<file path="src/rtl/cv32e40p_dbg_halt_ctrl.sv">
// Debug-module-side halt/resume controller for the CV32E40P debug interface.
// Takes HALT / RESUME / ACK_HAVERESET host commands, drives debug_req and the
// resume flag into the core, and returns a one-cycle response per command.
// Optional feature macro: CV32E40P_DBG_HALT_TIMEOUT_EN (wait-state timeout counter).
module cv32e40p_dbg_halt_ctrl #(
  parameter logic [31:0] HALT_ADDR      = 32'h1A11_0800,
  parameter logic [31:0] EXC_ADDR       = 32'h1A11_1000,
  parameter int unsigned TIMEOUT_CYCLES = 1024,
  parameter int unsigned TO_W           = 16
) (
  input  logic        clk_i,
  input  logic        rst_i,
  input  logic        cmd_valid_i,
  output logic        cmd_ready_o,
  input  logic [1:0]  cmd_op_i,
  output logic        rsp_valid_o,
  output logic [1:0]  rsp_status_o,
  output logic        debug_req_o,
  output logic        resume_req_o,
  output logic [31:0] dm_halt_addr_o,
  output logic [31:0] dm_exception_addr_o,
  input  logic        debug_havereset_i,
  input  logic        debug_running_i,
  input  logic        debug_halted_i,
  output logic        havereset_sticky_o,
  output logic        status_err_o
);

  typedef enum logic [1:0] {
    IDLE,
    HALT_WAIT,
    RESUME_WAIT,
    RSP
  } state_e;

  localparam logic [1:0] OP_HALT    = 2'b01;
  localparam logic [1:0] OP_RESUME  = 2'b10;
  localparam logic [1:0] OP_ACK     = 2'b11;
  localparam logic [1:0] ST_OK      = 2'b00;
  localparam logic [1:0] ST_TIMEOUT = 2'b01;
  localparam logic [1:0] ST_ILLEGAL = 2'b10;

  // Reject configurations where the counter cannot reach TIMEOUT_CYCLES-1.
  if (TIMEOUT_CYCLES < 32'd2 || 64'(TIMEOUT_CYCLES) >= (64'd1 << TO_W)) begin : g_bad_cfg
    $error("cv32e40p_dbg_halt_ctrl: TIMEOUT_CYCLES must be >= 2 and < 2**TO_W");
  end

  state_e     state_q, state_d;
  logic [1:0] status_q, status_d;
  logic       sticky_q;
  logic       err_q;
  logic       accept;
  logic       ack_accept;
  logic       timeout_hit;

  assign dm_halt_addr_o      = HALT_ADDR;
  assign dm_exception_addr_o = EXC_ADDR;

  assign cmd_ready_o        = (state_q == IDLE) && !rst_i;
  assign accept             = cmd_valid_i && cmd_ready_o;
  assign rsp_valid_o        = (state_q == RSP);
  assign rsp_status_o       = status_q;
  assign debug_req_o        = (state_q == HALT_WAIT);
  assign resume_req_o       = (state_q == RESUME_WAIT);
  assign havereset_sticky_o = sticky_q;
  assign status_err_o       = err_q;

`ifdef CV32E40P_DBG_HALT_TIMEOUT_EN
  logic [TO_W-1:0] cnt_q;

  assign timeout_hit = (cnt_q == TO_W'(TIMEOUT_CYCLES - 1));

  // Count cycles spent in a wait state; zero everywhere else.
  always_ff @(posedge clk_i) begin
    if (rst_i) begin
      cnt_q <= '0;
    end else if (state_q == HALT_WAIT || state_q == RESUME_WAIT) begin
      cnt_q <= cnt_q + 1'b1;
    end else begin
      cnt_q <= '0;
    end
  end
`else
  assign timeout_hit = 1'b0;
`endif

  // Next-state and response-status selection.
  always_comb begin
    state_d    = state_q;
    status_d   = status_q;
    ack_accept = 1'b0;
    case (state_q)
      IDLE: begin
        if (accept) begin
          state_d = RSP;
          case (cmd_op_i)
            OP_HALT: begin
              if (debug_halted_i) status_d = ST_OK;
              else                state_d  = HALT_WAIT;
            end
            OP_RESUME: begin
              if (debug_halted_i) state_d  = RESUME_WAIT;
              else                status_d = ST_ILLEGAL;
            end
            OP_ACK: begin
              ack_accept = 1'b1;
              status_d   = ST_OK;
            end
            default: status_d = ST_ILLEGAL;
          endcase
        end
      end
      // Completion is checked before timeout so a coincident halt reports OK.
      HALT_WAIT: begin
        if (debug_halted_i) begin
          state_d  = RSP;
          status_d = ST_OK;
        end else if (timeout_hit) begin
          state_d  = RSP;
          status_d = ST_TIMEOUT;
        end
      end
      RESUME_WAIT: begin
        if (debug_running_i) begin
          state_d  = RSP;
          status_d = ST_OK;
        end else if (timeout_hit) begin
          state_d  = RSP;
          status_d = ST_TIMEOUT;
        end
      end
      RSP:     state_d = IDLE;
      default: state_d = IDLE;
    endcase
  end

  // State, response status and sticky status flags.
  always_ff @(posedge clk_i) begin
    if (rst_i) begin
      state_q  <= IDLE;
      status_q <= '0;
      sticky_q <= 1'b0;
      err_q    <= 1'b0;
    end else begin
      state_q  <= state_d;
      status_q <= status_d;
      if (debug_havereset_i) sticky_q <= 1'b1;
      else if (ack_accept)   sticky_q <= 1'b0;
      if (debug_running_i && debug_halted_i) err_q <= 1'b1;
    end
  end

endmodule

</file>
<file path="config.mk">
export PLATFORM = sky130hd
export DESIGN_NAME = cv32e40p_dbg_halt_ctrl
export DESIGN_NICKNAME = d
export VERILOG_FILES = /design/src/rtl/cv32e40p_dbg_halt_ctrl.sv
export SDC_FILE = /design/constraint.sdc
export NUM_CORES = 1
export LEC_CHECK = 0
export ABC_AREA = 1
export BUFFER_PORTS_ARGS = -buffer_cell sky130_fd_sc_hd__buf_2
export CELL_PAD_IN_SITES_DETAIL_PLACEMENT = 1
export CELL_PAD_IN_SITES_GLOBAL_PLACEMENT = 1
export CORE_UTILIZATION = 26
export DETAILED_ROUTE_END_ITERATION = 10
export PLACE_DENSITY_LB_ADDON = 0.1
export SKIP_LAST_GASP = 1
export SLEW_MARGIN = 40
export SYNTH_ARGS = -nofsm -noshare
export SYNTH_HDL_FRONTEND = slang
export SYNTH_SLANG_ARGS = --single-unit
</file>
<file path="constraint.sdc">
create_clock -name clk_i -period 3.2 [get_ports clk_i]
set_input_delay 0.48 -clock clk_i [delete_from_list [all_inputs] [get_ports clk_i]]
set_output_delay 0.48 -clock clk_i [all_outputs]
set_load 0.01 [all_outputs]
</file>
==> results of run 1 <==
routing by layer:
metal	routed length, µm	up-vias
met5	0	-
met4	13	0
met3	181	2
met2	742	44
met1	565	288
li1	-	318
synthesized netlist by cell type (2+ instances only):
cell type	count
o21ai_0	2
nor2_1	13
conb_1	2
ha_1	8
dfxtp_1	6
buf_4	64
nand2_1	18
nand3_1	3
a21oi_1	2
nand3_2	3
inv_1	12
flip-flops by register name, indices dropped and copies added, names as in the netlist:
signal              flops
rsp_status_o            2
state_q                 2
status_err_o            1
havereset_sticky_o      1
power by group through the flow:
stage | Sequential, mW | Combinational, mW | Clock, mW
2_1_floorplan | 0.112 | 0.304 | 0
3_3_place_gp | 0.111 | 0.326 | 0
3_5_place_dp | 0.112 | 0.323 | 0
4_1_cts | 0.111 | 0.324 | 0.129
5_1_grt | 0.114 | 0.371 | 0.131
6_report | 0.110 | 0.322 | 0.120
worst max path at each step:
stage                       startpoint                 endpoint  slack, ps  cells after the start
2_1_floorplan  state_q[0]$_SDFFE_PP0P_              cmd_ready_o       1880                      4
3_3_place_gp               cmd_op_i[0]  state_q[0]$_SDFFE_PP0P_       1720                      9
3_5_place_dp               cmd_op_i[0]  state_q[0]$_SDFFE_PP0P_       1730                      9
4_1_cts        state_q[1]$_SDFFE_PP0P_              cmd_ready_o       1490                      5
5_1_grt        state_q[0]$_SDFFE_PP0P_              cmd_ready_o       1420                      5
6_report       state_q[1]$_SDFFE_PP0P_              cmd_ready_o       1510                      5
area by class of cell:
type / instances / area (µm²) / area share (%)
repair buffers: 15 / 75.1 / 8.43
flip-flops and latches: 6 / 120 / 13.5
clock buffers: 3 / 41.3 / 4.63
well taps: 46 / 57.6 / 6.46
multi-input cells: 117 / 548 / 61.5
inverters: 13 / 48.8 / 5.48
worst min-delay path, cell delays in order, from the launching register on:
cell and delay (ps):
dfxtp_1 300, nand2_1 60, nor2_1 40
stage by stage:
stage / hold slack [ps] / util, % / cells
floorplan: 466 / - / 200
global placement: 430 / 24.7 / 197
detailed placement: 437 / 24.7 / 197
CTS: 445 / 25.9 / 200
global route: 473 / 25.9 / 200
finish: 440 / 25.9 / 200
kinds of logic (layout without fill, tap and decap cells):
| kind of cell | after synthesis | in the layout | share of synthesized area (%) |
|---|---|---|---|
| other | 2 | 64 | 0.779 |
| and+or+nand+nor | 41 | 41 | 19.5 |
| buffers and inverters | 77 | 31 | 54.9 |
| DFF | 6 | 6 | 12.5 |
| adders and majority gates | 8 | 8 | 10.4 |
| AOI/OAI and AO/OA | 4 | 4 | 2.08 |
==> metrics.md, run 1 <==
| Metric | Value |
|---|---|
| Clock-pin slew on the worst setup and hold paths | `40 ps` |
| Comb pwr share | `58.4%` |
| Int Power | `288 µW` |
| Clk root buf | `clkbuf_8` |
| DRT iter0 DRCs | `5` |
| Site Rows | `21` |
| Syn-to-layout area delta | `-7.65%` |
| Number of synthesized flops with an enable pin | `0` |
| Die Span Y | `62.9 µm` |
| Syn_area_per_cell | `6.99 µm²` |
| Area share of the largest cell type after synthesis | `49.8%` |
| Buf+Inv Stages, Crit Path | `3` |
| Post-synthesis instance total | `138` |
| Routed WL per cell | `7.52 µm` |
| Commonest non-fill, non-tap cells in the layout | `conb_1 (64), nand2_1 (18), buf_2 (15), nor2_1 (13), inv_1 (12)` |
| Top FF cell, synth | `dfxtp_1` |
| M1 GR Usage | `8.71%` |
| Final worst-path cycle share | `52.8%` |
| Hold Path Class | `register to register` |
| CP Max Fanout | `4` |
| Cell family with most CP delay | `buffers and inverters` |
| Total Power | `551 µW` |
| Drt drc | `0` |
| Worst reg-to-reg setup slack | `1800 ps` |
| Max cap viols | `0` |
| Pwr Density | `619 nW/µm²` |
| Setup-failing EPs final | `0` |
| Reg power frac | `19.9%` |
| Core area | `3440 µm²` |
| Routed WL | `1500 µm` |
| Setup repair after global routing missed its margin | `no` |
| Seq cells post-synth | `6` |
| Yosys top cell by area | `buf_4` |
| Post-DP HPWL | `1320 µm` |
| Hold Crit Depth | `2` |
| Final worst-path setup slack | `1510 ps` |
| PortBufs | `15` |
| Final Hold Fails | `0` |
| Post-place setup slack | `1730 ps` |
| Die W | `62.9 µm` |
| Distinct cells, synth | `16` |
| Leak pwr | `0.568 nW` |
| R2r endpoint | `rsp_status_o[1]$_SDFFE_PP0P_` |
| IO Count | `80` |
| Vias | `652` |
| Final Cell Area | `891 µm²` |
| Grt total ovfl | `0` |
| Clock skew | `7.59 ps` |
| Antenna-violating nets left | `0` |
| Placed Instance Area | `850 µm²` |
| Clk pwr share | `21.7%` |
| HP Start | `rsp_status_o[0]$_SDFFE_PP0P_` |
| Largest stage delay on the critical path | `320 ps` |
| Async set-reset flop share out of synthesis | `0%` |
| Crit path top cell by count | `inv_1` |
| Final Max Slew Viols | `0` |
| Status | `complete, no violations` |
| Vias in the first global route | `495` |
| PostCTS Resize Cnt | `0` |
| Sequential element share of the synthesized area | `12.5%` |
| Die ar. | `3960 µm²` |
| Clock Sinks | `6` |
| Share of cells above drive strength 1 | `14.9%` |
| DR pass1 iterations | `3` |
| Max VDD drop | `0.150 mV` |
| Clock Path Buffers | `2` |
| Starting Density | `28.0%` |
| H-tree depth | `1` |
| Clk Latency, worst-skew pair | `230 ps` |
| Reg2Reg Launch Point | `state_q[0]$_SDFFE_PP0P_` |
| Filler Cells Inserted | `473` |
| Syn. warnings | `0` |
| Final #Nets | `172` |
| Initial antenna violation count | `0` |
| Switching pwr | `263 µW` |
| Total CTS buffers | `3` |
| WHS Endpoint | `rsp_status_o[0]$_SDFFE_PP0P_` |
| FF-to-FF path depth | `7` |
| Max Clk Rate | `0.592 GHz` |
| Ant diodes | `0` |
| Critical-path top delay cell | `dfxtp_1` |
| Commonest non-fill, non-tap cell in the layout | `conb_1` |
| Vias per std cell | `3.26` |
| Met2 Use GR | `12.1%` |
| CP Cell Sequence | `inv_1 > ha_1 > inv_1 > nor2_1 > buf_2` |
| Switching Share | `47.7%` |
| Fin crit period | `1690 ps` |
| GP Congestion | `0.790` |
| Synth area leaders | `buf_4 (50%), dfxtp_1 (12%), ha_1 (10%), nand2_1 (7.0%), nor2_1 (5.1%)` |
| Post-CTS Setup Inserts | `0` |
| TNS Setup | `0 ps` |
| GRT busiest layer | `met2` |
| CTS tree | `yes` |
| Hold Buf Count CTS | `0` |
| Met3 Usage GRT | `4.20%` |
| WS Path Type | `register to output port` |
| Mapped cell area | `965 µm²` |
| GRT Resource Usage Total | `7.58%` |
| Startpoint types | `register` |
| Worst Setup End Kind | `output port` |
| Worst EP required | `2720 ps` |
| First-pass GRT wire length | `2300 µm` |
| Largest net degree at the start of global routing | `6` |
| Worst EP arrival | `1210 ps` |
Power figures use the tool's default switching activity.
==> inputs of run 2 (changes only) <==
- CORE_UTILIZATION: 26 -> 22
- clock period: 3.2 -> 1.5 ns (I/O delays scaled with it)
==> run 2 against run 1 <==
  * Cell count is 2.0% higher
  * Hold slack lost 230 ps
  * Core utilization shrank 4.0 points
  * Setup slack worse by 1400 ps
  * Non-clock buffer count did not move
  * Design area rose by 0.98%
  * Sequential cell count unchanged
  * Largest power group unchanged
  * Critical path depth stayed put
  * Power rose by 120%
  * Critical path type unchanged
==> metrics.md, run 2 (synthesis results as in run 1) <==
| Metric | Value |
|---|---|
| Worst Setup End Kind | `output port` |
| Final core utilization | `21.9% (-4.0 points)` |
| Hold Crit Depth | `3 (+1)` |
| DRT iter0 DRCs | `4 (-1)` |
| GRT Resource Usage Total | `7.00% (-0.58 points)` |
| Post-place setup slack | `131 ps (-1600 ps)` |
| Min Hold Slack | `213 ps (-227 ps)` |
| Routed WL | `1610 µm (+7.3%)` |
| Non-filler cells in the finished layout | `204 (+2.0%)` |
| CP Max Fanout | `4 (unchanged)` |
| Setup-failing EPs final | `0 (unchanged)` |
| Share of cells above drive strength 1 | `17.5% (+2.6 points)` |
| Ant diodes | `0 (unchanged)` |
| Worst reg-to-reg setup slack | `160 ps (-1640 ps)` |
| WHS Endpoint | `havereset_sticky_o$_SDFFE_PP0P_` |
| Placed cells | `201 (+2.0%)` |
| Die ar. | `4650 µm² (+18%)` |
| Clock Path Buffers | `2 (unchanged)` |
| Final Hold Fails | `0 (unchanged)` |
| Max Clk Rate | `0.714 GHz` |
| Vias in the first global route | `517 (+4.4%)` |
| Grt total ovfl | `0 (unchanged)` |
| HP Start | `debug_havereset_i` |
| Total CTS buffers | `3 (unchanged)` |
| Reg area | `121 µm² (+1.0%)` |
| Total Power | `1.20 mW (+120%)` |
| Clock skew | `7.50 ps (-0.0904 ps)` |
| Leak pwr | `0.566 nW (-0.23%)` |
| CTS tree | `yes` |
| Clk root buf | `clkbuf_8` |
| Area of the multi-input gates | `551 µm² (+0.46%)` |
| Startpoint types | `register` |
| Worst EP required | `1270 ps (-1450 ps)` |
| Max cap viols | `0 (unchanged)` |
| Core area | `4120 µm² (+20%)` |
| Post-DP HPWL | `1420 µm (+7.8%)` |
| Clock Sinks | `6 (unchanged)` |
| Filler Cells Inserted | `559 (+18%)` |
| GP Congestion | `0.731 (-7.5%)` |
| FF-to-FF path depth | `7 (unchanged)` |
| Clk Latency, worst-skew pair | `230 ps (about the same)` |
| Final worst-path setup slack | `100 ps (-1410 ps)` |
| Antenna-violating nets left | `0 (unchanged)` |
| Final worst-path cycle share | `93.3%` |
| Hold Path Class | `input pin to register` |
| Starting Density | `23.4% (-4.6 points)` |
| Final #Nets | `172 (unchanged)` |
| Largest net degree at the start of global routing | `6 (unchanged)` |
| Clock-pin slew on the worst setup and hold paths | `40 ps (about the same)` |
| IO Count | `80 (unchanged)` |
| Routed WL per cell | `7.90 µm (+5.1%)` |
| Vias | `648 (-0.61%)` |
| H-tree depth | `1 (unchanged)` |
| Vias per std cell | `3.18 (-2.6%)` |
| Commonest non-fill, non-tap cells in the layout | `conb_1 (64), nand2_1 (18), buf_2 (15), nor2_1 (13), inv_1 (10)` |
| Commonest non-fill, non-tap cell in the layout | `conb_1` |
| Site Rows | `23 (+9.5%)` |
| DR pass1 iterations | `2 (-1)` |
| TNS Setup | `0 ps (unchanged)` |
| Die W | `68.2 µm (+8.4%)` |
| Syn-to-layout area delta | `-6.74%` |
| Die Span Y | `68.2 µm (+8.4%)` |
| WS Path Type | `register to output port` |
| Final Cell Area | `900 µm² (+0.98%)` |
| R2r endpoint | `rsp_status_o[0]$_SDFFE_PP0P_` |
| Reg2Reg Launch Point | `state_q[1]$_SDFFE_PP0P_` |
| PortBufs | `15 (unchanged)` |
| Drt drc | `0 (unchanged)` |
| Status | `complete, no violations` |
| Worst EP arrival | `1170 ps (-40 ps)` |
| Initial antenna violation count | `0 (unchanged)` |
| Placed Instance Area | `855 µm² (+0.59%)` |
| Fin crit period | `1400 ps` |
| First-pass GRT wire length | `2310 µm (+0.30%)` |
| Setup repair after global routing missed its margin | `no` |
| Pwr Density | `1330 nW/µm² (+120%)` |
| Max VDD drop | `0.501 mV (+230%)` |
| Final Max Slew Viols | `0 (unchanged)` |
run 2: cell types whose count changed in the layout (fill, tap and decap cells not counted):
| cell | delta |
|---|---|
| inv_1 | -2 |
| inv_2 | +2 |
| dfxtp_1 | -1 |
| dfxtp_2 | +1 |
| ha_1 | -1 |
| ha_2 | +1 |
run 2: area by class of cell:
| class | count | area share [%] |
|---|---|---|
| timing repair buffer | 15 | 8.34 |
| tap | 50 | 6.95 |
| sequential | 6 | 13.5 |
| multi-input combinational | 117 | 61.2 |
| inverter | 13 | 5.42 |
| clock buffer | 3 | 4.59 |
run 2: worst max path at each step:
stage	from	endpoint	slack (ps)	depth (start not counted)
2_1_floorplan	state_q[0]$_SDFFE_PP0P_	rsp_status_o[0]$_SDFFE_PP0P_	270	7
3_3_place_gp	state_q[1]$_SDFFE_PP0P_	state_q[1]$_SDFFE_PP0P_	160	7
3_5_place_dp	state_q[0]$_SDFFE_PP0P_	rsp_status_o[0]$_SDFFE_PP0P_	130	7
4_1_cts	state_q[1]$_SDFFE_PP0P_	cmd_ready_o	8	5
5_1_grt	state_q[1]$_SDFFE_PP0P_	rsp_status_o[0]$_SDFFE_PP0P_	3	7
6_report	state_q[1]$_SDFFE_PP0P_	cmd_ready_o	100	5
run 2: timing repair:
action	CTS	global route
hold buffers	0	0
resized for setup	0	4
hold endpoints to repair	0	0
buffers inserted	0	0
endpoints found under the setup margin	0	3
run 2: layer usage:
layer	up-vias	track usage [%]	share of wire, %
met2	47	12.1	51
met5	-	0	0
met1	281	7.16	37
met3	3	4.17	12
met4	0	1.56	0.62
li1	317	-	-
run 2: critical path: stages (launching register included):
cell	delay, ps
dfxtp_1	330
inv_2	90
ha_2	210
inv_1	50
nor2_1	110
buf_2	150
run 2: where the power goes:
group	internal (mW)	switching [mW]	leakage, nW
clock	0.173	0.0815	0.0216
combinational	0.244	0.460	0.495
sequential	0.206	0.0357	0.0499
